File: config.mk
export PLATFORM = sky130hd
export DESIGN_NAME = ex_mul_unit
export DESIGN_NICKNAME = d
export VERILOG_FILES = /design/src/rtl/cpu_pkg.sv /design/src/rtl/mul_datapath.sv /design/src/rtl/ex_mul_unit.sv
export SDC_FILE = /design/constraint.sdc
export NUM_CORES = 1
export LEC_CHECK = 0
export ABC_AREA = 1
export BUFFER_PORTS_ARGS = -buffer_cell sky130_fd_sc_hd__buf_4
export CORE_AREA = 2 2 241 243
export CTS_CLUSTER_SIZE = 14
export DETAILED_ROUTE_END_ITERATION = 12
export DIE_AREA = 0 0 243 245
export PLACE_DENSITY = 0.63
export SYNTH_ARGS = -nofsm -noshare
export SYNTH_HDL_FRONTEND = slang
export SYNTH_HIERARCHICAL = 1
export SYNTH_SLANG_ARGS = --single-unit
File: constraint.sdc
create_clock -name clk_i -period 4.8 [get_ports clk_i]
set_clock_uncertainty 0.15 [all_clocks]
set_input_delay 0.48 -clock clk_i [delete_from_list [all_inputs] [get_ports clk_i]]
set_output_delay 0.48 -clock clk_i [all_outputs]
set_load 0.01 [all_outputs]
File: src/rtl/cpu_pkg.sv
// cpu_pkg: ALU control codes shared by the ALU control decode and the EX multiplier, plus the multiplier FSM states.
package cpu_pkg;
    localparam logic [3:0] ALU_AND = 4'b0000;
    localparam logic [3:0] ALU_OR  = 4'b0001;
    localparam logic [3:0] ALU_ADD = 4'b0010;
    localparam logic [3:0] ALU_SUB = 4'b0110;
    localparam logic [3:0] ALU_SLT = 4'b0111;
    localparam logic [3:0] ALU_MUL = 4'b1000;
    typedef enum logic [1:0] {MUL_IDLE, MUL_RUN, MUL_FIX, MUL_DONE} mul_state_e;
endpackage

File: src/rtl/mul_datapath.sv
// mul_datapath: magnitude shift-add multiplier datapath with final sign fix-up.
// Ports: clk_i/rst_i (sync active-high); load_i captures operand magnitudes and sign;
// step_i performs one radix-2 iteration; fix_i applies the sign and loads product_o;
// last_o flags the final iteration; product_o holds the last signed product.
module mul_datapath #(
    parameter int WIDTH = 32
) (
    input  logic               clk_i,
    input  logic               rst_i,
    input  logic               load_i,
    input  logic               step_i,
    input  logic               fix_i,
    input  logic [WIDTH-1:0]   src1_i,
    input  logic [WIDTH-1:0]   src2_i,
    output logic               last_o,
    output logic [2*WIDTH-1:0] product_o
);
    localparam int CW = $clog2(WIDTH);
    logic [2*WIDTH-1:0] mcand_q, mcand_d, acc_q, acc_d, prod_q, prod_d, fixed;
    logic [WIDTH-1:0]   mplier_q, mplier_d, mag1, mag2;
    logic [CW-1:0]      cnt_q, cnt_d;
    logic               neg_q, neg_d;
    // Unsigned magnitudes: the most negative value maps onto itself, which is its true magnitude.
    assign mag1  = src1_i[WIDTH-1] ? -src1_i : src1_i;
    assign mag2  = src2_i[WIDTH-1] ? -src2_i : src2_i;
    assign fixed = neg_q ? -acc_q : acc_q;
    always_comb begin
        mcand_d  = mcand_q;
        mplier_d = mplier_q;
        acc_d    = acc_q;
        cnt_d    = cnt_q;
        neg_d    = neg_q;
        prod_d   = prod_q;
        if (load_i) begin
            mcand_d  = {{WIDTH{1'b0}}, mag1};
            mplier_d = mag2;
            acc_d    = '0;
            cnt_d    = CW'(WIDTH - 1);
            neg_d    = src1_i[WIDTH-1] ^ src2_i[WIDTH-1];
        end else if (step_i) begin
            // Shifting the multiplicand each step keeps it aligned to the current iteration index.
            acc_d    = mplier_q[0] ? acc_q + mcand_q : acc_q;
            mcand_d  = mcand_q << 1;
            mplier_d = mplier_q >> 1;
            cnt_d    = cnt_q - CW'(1);
        end else if (fix_i) begin
            acc_d  = fixed;
            prod_d = fixed;
        end
    end
    always_ff @(posedge clk_i) begin
        if (rst_i) begin
            mcand_q  <= '0;
            mplier_q <= '0;
            acc_q    <= '0;
            cnt_q    <= '0;
            neg_q    <= 1'b0;
            prod_q   <= '0;
        end else begin
            mcand_q  <= mcand_d;
            mplier_q <= mplier_d;
            acc_q    <= acc_d;
            cnt_q    <= cnt_d;
            neg_q    <= neg_d;
            prod_q   <= prod_d;
        end
    end
    assign last_o    = cnt_q == '0;
    assign product_o = prod_q;
endmodule

File: src/rtl/ex_mul_unit.sv
// ex_mul_unit: iterative signed multiplier in EX that stalls the pipeline while a MUL runs.
// Ports: clk_i/rst_i (sync active-high); valid_i, alu_ctrl_i, src1_i, src2_i from the ALU
// decode; flush_i aborts an op in flight; product_o/result_o hold the last product;
// done_o pulses when it is ready; busy_o = FSM not idle; stall_o freezes IF/ID/EX.
module ex_mul_unit
    import cpu_pkg::*;
#(
    parameter int         WIDTH    = 32,
    parameter logic [3:0] MUL_CTRL = ALU_MUL
) (
    input  logic               clk_i,
    input  logic               rst_i,
    input  logic               valid_i,
    input  logic [3:0]         alu_ctrl_i,
    input  logic [WIDTH-1:0]   src1_i,
    input  logic [WIDTH-1:0]   src2_i,
    input  logic               flush_i,
    output logic [2*WIDTH-1:0] product_o,
    output logic [WIDTH-1:0]   result_o,
    output logic               done_o,
    output logic               busy_o,
    output logic               stall_o
);
    mul_state_e state_q, state_d;
    logic       is_mul, accept, step, fix, last;
    assign is_mul = valid_i && alu_ctrl_i == MUL_CTRL;
    assign accept = is_mul && state_q == MUL_IDLE && !flush_i;
    always_comb begin
        state_d = state_q;
        case (state_q)
            MUL_IDLE: state_d = accept ? MUL_RUN : MUL_IDLE;
            MUL_RUN:  state_d = last ? MUL_FIX : MUL_RUN;
            MUL_FIX:  state_d = MUL_DONE;
            default:  state_d = MUL_IDLE;
        endcase
        if (flush_i) state_d = state_q == MUL_IDLE ? state_d : MUL_IDLE;
        step    = state_q == MUL_RUN && !flush_i;
        fix     = state_q == MUL_FIX && !flush_i;
        done_o  = state_q == MUL_DONE;
        busy_o  = state_q != MUL_IDLE;
        stall_o = is_mul && !done_o && !flush_i;
    end
    always_ff @(posedge clk_i) state_q <= rst_i ? MUL_IDLE : state_d;
    mul_datapath #(.WIDTH(WIDTH)) u_dp (
        .clk_i     (clk_i),
        .rst_i     (rst_i),
        .load_i    (accept),
        .step_i    (step),
        .fix_i     (fix),
        .src1_i    (src1_i),
        .src2_i    (src2_i),
        .last_o    (last),
        .product_o (product_o)
    );
    assign result_o = product_o[WIDTH-1:0];
endmodule

# == Word-level counts from Yosys, hierarchy flattened ==
# Index checks and enable logic that the tools add are counted.
# op_classes
reduce_logical,17
muxes,17
n_addsub,5
n_bitwise,3
n_eq_ne,5
# op_table
op,n
$mux W64,4
$mux W32,6
$add A64 B64 Y64,1
$neg A32 Y32,2
$neg A64 Y64,1
$mux W5,2
$logic_and A1 B1 Y1,7
$mux W2,3
$pmux W2 S3,1
$reduce_bool A2 Y1,3
$logic_not A5 Y1,1
$sub A5 B1 Y5 const B,1
$eq A2 B2 Y1 const B,2
$eq A4 B4 Y1 const B,1
$reduce_and A3 Y1,1
$eq A2 B1 Y1 const B,1
$logic_not A1 Y1,2
$logic_not A2 Y1,1
$ne A2 B1 Y1 const B,1
$not A1 Y1,2
$reduce_and A2 Y1,1
$reduce_or A2 Y1,1
$mux W1,1
$xor A1 B1 Y1,1
# totals
word_cells,55
out_inout_bits,99
reg_bits,232

# == Longest topological paths before layout ==
# depth
depth_word,8
ltp_mapped,16

# == By module ==
# The synthesis kept the hierarchy.
# by_module_without_submodules
module,cells_each,area_per_inst_um2,n_inst
mul_datapath,3426,19246.0,1
ex_mul_unit,61,421.7,1

# == Least setup slack after synthesis ==
# Ideal clock, no wire load.
# synth_timing
kind,flip-flop to flip-flop
start,register u_dp.mcand_q[0]
end,register u_dp.acc_q[60]
arrival_ps,1878
setup_slack_ps,2638
required_ps,4516
path_stages_with_launch,17
n_path_buf,0
path_cell_list,dfxtp_1 -> ha_1 -> fa_1 -> nand3_1 -> nand3_2 -> nand2_1 -> nand2_1 -> nand2_1 -> nand2_1 -> nand2_1 -> nand2_1 -> nand2_1 -> nand2_1 -> nand2_1 -> nand3_1 -> nand2_1 -> a21oi_1
# synth_via
elab_chain_len,3
# synth_lines
element,line_no,rtl
"start, declared",mul_datapath.sv:19,"logic [2*WIDTH-1:0] mcand_q, mcand_d, acc_q, acc_d, prod_q, prod_d, fixed;"
"start signal, assigned",mul_datapath.sv:60,mcand_q <= mcand_d;
$add A64 B64 Y64,mul_datapath.sv:42,acc_d = mplier_q[0] ? acc_q + mcand_q : acc_q;
$mux W64,mul_datapath.sv:42,
$mux W64,mul_datapath.sv:40,end else if (step_i) begin
"end signal, assigned",mul_datapath.sv:55,acc_q <= '0;
"end signal, assigned",mul_datapath.sv:62,acc_q <= acc_d;
"end, declared",mul_datapath.sv:19,
# Every way passes these cells. The select of a mux whose other input is x is not followed.
# A chain may end at the register's enable or synchronous reset.

# == Worst setup path in the final report ==
# layout_timing
start,input flush_i
end,register u_dp.acc_q[49]
# layout_via
elab_chain_len,4
elab_cells_between_ends,9
# layout_lines
element,line_no,rtl
"start, declared",ex_mul_unit.sv:17,"input logic flush_i,"
$logic_not A1 Y1 *,ex_mul_unit.sv:37,step = state_q == MUL_RUN && !flush_i;
$logic_and A1 B1 Y1 *,ex_mul_unit.sv:37,
named net step,ex_mul_unit.sv:25,"logic is_mul, accept, step, fix, last;"
$ne A2 B1 Y1 (no source line) / $reduce_bool A2 Y1 (equally long branches),n/a,
$reduce_and A2 Y1 (no source line),n/a,
# Mark *: on every way through the listed nets, which the timed path passes. The rest lies on a longest branch.

==> impl_metrics.tcl <==
set metrics [dict create \
    slew_violations 0 \
    r2r-start "state_q[0]" \
    place_inst 4296 \
    maxSlewHeadroom 0.260 \
    diodes 0 \
    netlist_instances 3487 \
    synth_largest_area_cell "dfxtp_1" \
    ys_top_cells_by_area "dfxtp_1, nand2_1, inv_1" \
    ys.flop_type "dfxtp_1" \
    rr_endpoint "u_dp/acc_q[49]" \
    rsz0062_at_grt "no" \
    cp_data_required_time_ns 5.12 \
    nFillCells 6476 \
    antenna_found_initial 0 \
    grt_pass1_wl_mm 110 \
    finalSetupTns_ns 0 \
    ys_seq_area_frac 0.236 \
    place_area_um2 21400 \
    p_leak_nw 11.8 \
    synth_top_cell_area_share 0.236 \
    htree_levels 1 \
    holdWs_ns 0.0775 \
    pwr_density_cell_nw_per_um2 194 \
    drc 0 \
    multi_input_area_um2 12300 \
    place_ws_ns 1.62 \
    synth-edff-count 0 \
    status "completed" \
    min_period_ns 3.18 \
    drive_gt1_frac 0.0924 \
    crit_family "buffers and inverters" \
    worstSkewPairLatency_ns 0.57 \
    synth_cell_types 53 \
    grt_pass1_vias 19700 \
    postRouteAntennaNets 0 \
    die_area_um2 59500 \
    synth_commonest_cells "nand2_1, inv_1, nor2_1" \
    wl_per_cell_um 16.1 \
    ys_warn_count 6 \
    clock_path_buffers 3 \
    r2r_slack_ns 1.80 \
    register_area_um2 4650 \
    critPathMaxStageDelay_ns 0.60 \
    dp.final_hpwl_mm 56.3 \
    ys_async_sr_fraction 0 \
    yosysMostFrequentCell "nand2_1" \
    ys_seq_elements 232 \
    overflow 0 \
    viasPerCell 4.96 \
    crit_type "input port to register" \
    synthesis.nets 3628 \
    min_period_over_period 0.663 \
    std_cell_rows 88 \
    post-cts-setup-buffers 0 \
    syn_to_final_growth_pct 13.2 \
    die_w_um 243 \
    ir_drop_uv 246 \
    reg2reg_depth 11 \
    routabilityCongestion 0.992 \
    cts.sinks 232 \
    hold_path.class "input port to register" \
    worst_pin_slew_ns 1.11 \
    ioPinCount 171 \
    worstSetupEndpointType "register" \
    dr.first_iter.drc_count 2105 \
    timing.fmax_ghz 0.314 \
    drv_cap 0 \
    cts_resized 0 \
    final_cell_count_no_fill 4347 \
    synth_area_um2 19700 \
    cts_root_buf "clkbuf_16" \
    clkTransAtPathRegs_ns 0.06 \
    hold_buffers 1 \
    cp.arrival_ns 3.50 \
    avgSynthCellArea_um2 5.64 \
    p_total_mw 4.31 \
    drt_pass1_iterations 6 \
    cp_num_buf_inv 6 \
    hold_violations 0 \
    vias 21600 \
    cp_max_fo 54 \
    endpoint "u_dp/acc_q[49]" \
    portBuffers 170 \
    cp-startpoint "flush_i" \
    setup_viol 0 \
    worstPathCellList "dlygate4sd3_1 -> buf_4 -> nor3_2 -> nand2_2 -> inv_1 -> nor2_4 -> inv_2 -> buf_4 -> nand2_1 -> inv_1 -> nand2_1 -> a21oi_1" \
    post-route-util 0.390 \
    grt_max_degree 102 \
    grt.total_usage 0.232 \
    start_kind "input port" \
    die_height_um 245 \
    core-area_um2 57000 \
    crit_slowest_cell "inv_2" \
    start_util 0.345 \
    cts_buffers 27 \
    fin_ws_ns 1.62 \
    final_nets 3702 \
    cp_num_cells 12 \
    cts_tree "built" \
    fin_area_um2 22300 \
    drt-total-wl_mm 70.1 \
]
[layout by cell type, fill, tap and decap left out, drive strengths merged, types with 5 or more instances in the layout]
| cell type | netlist | layout |
|---|---|---|
| a21oi | 233 | 233 |
| a31oi | 7 | 7 |
| buf | 70 | 188 |
| clkbuf | 74 | 41 |
| clkinv | 4 | 7 |
| dfxtp | 232 | 232 |
| ha | 68 | 68 |
| inv | 532 | 534 |
| nand2 | 1221 | 1221 |
| nand3 | 208 | 208 |
| nand3b | 5 | 5 |
| nand4 | 31 | 31 |
| nor2 | 397 | 397 |
| nor3 | 31 | 31 |
| o211ai | 38 | 38 |
| o21ai | 181 | 181 |
| o21bai | 6 | 6 |
| o22ai | 7 | 7 |
| o31ai | 5 | 5 |
| or2 | 9 | 9 |
| xnor2 | 34 | 34 |
| xor2 | 71 | 71 |
[tightest hold or removal path: cells and delay by family]
| family | cells | cell delay (ns) |
|---|---|---|
| compound gates | 1 | 0.05 |
| simple gates | 1 | 0.08 |
| buf+inv | 2 | 0.13 |
[layout make-up]
class | instances | share of cell area
multi-input combinational | 2575 | 0.554
sequential | 232 | 0.209
inverter | 536 | 0.0904
timing repair buffer | 189 | 0.0644
tap | 765 | 0.0430
clock buffer | 41 | 0.0350
clock inverter | 9 | 0.00500
[registers in the layout (all words and copies together) (netlist names)]
name            count
u_dp/product_o     64
u_dp/mplier_q      32
u_dp/cnt_q          5
u_dp/mcand_q       64
u_dp/acc_q         64
u_dp/neg_q          1
state_q             2
[cells by family after synthesis]
logic type / after synthesis / synth area share
AO/OA/AOI/OAI: 489 / 0.135
XOR/XNOR: 105 / 0.0468
adder cells (fa/ha/maj): 69 / 0.0443
buffers and inverters: 680 / 0.139
flip-flops: 232 / 0.236
AND/OR/NAND/NOR: 1912 / 0.399
[where the power goes]
part | switching, mW | internal (mW)
Sequential | 0.00803 | 1.93
Combinational | 0.189 | 0.105
Clock | 0.850 | 1.23
Total | 1.05 | 3.26
[worst min-delay path by stage]
stage,from,to,slack [ns],cells past startpoint
2_1_floorplan,u_dp/mplier_q[17],u_dp/mplier_q[17],0.30,2
3_3_place_gp,u_dp/mplier_q[13],u_dp/mplier_q[13],0.30,2
3_5_place_dp,u_dp/mplier_q[29],u_dp/mplier_q[29],0.31,2
4_1_cts,src2_i[29],u_dp/mplier_q[31],0.07,4
5_1_grt,src2_i[29],u_dp/mplier_q[31],0.10,4
6_report,src2_i[29],u_dp/mplier_q[31],0.08,4
[per-layer routing]
metal,vias to the layer above,global-route usage,wire (µm)
met4,0,0.0617,1850
met1,9686,0.343,33200
met5,-,0,0
met2,795,0.356,29500
li1,11000,-,-
met3,98,0.0239,5570
Power figures use the tool's default switching activity.
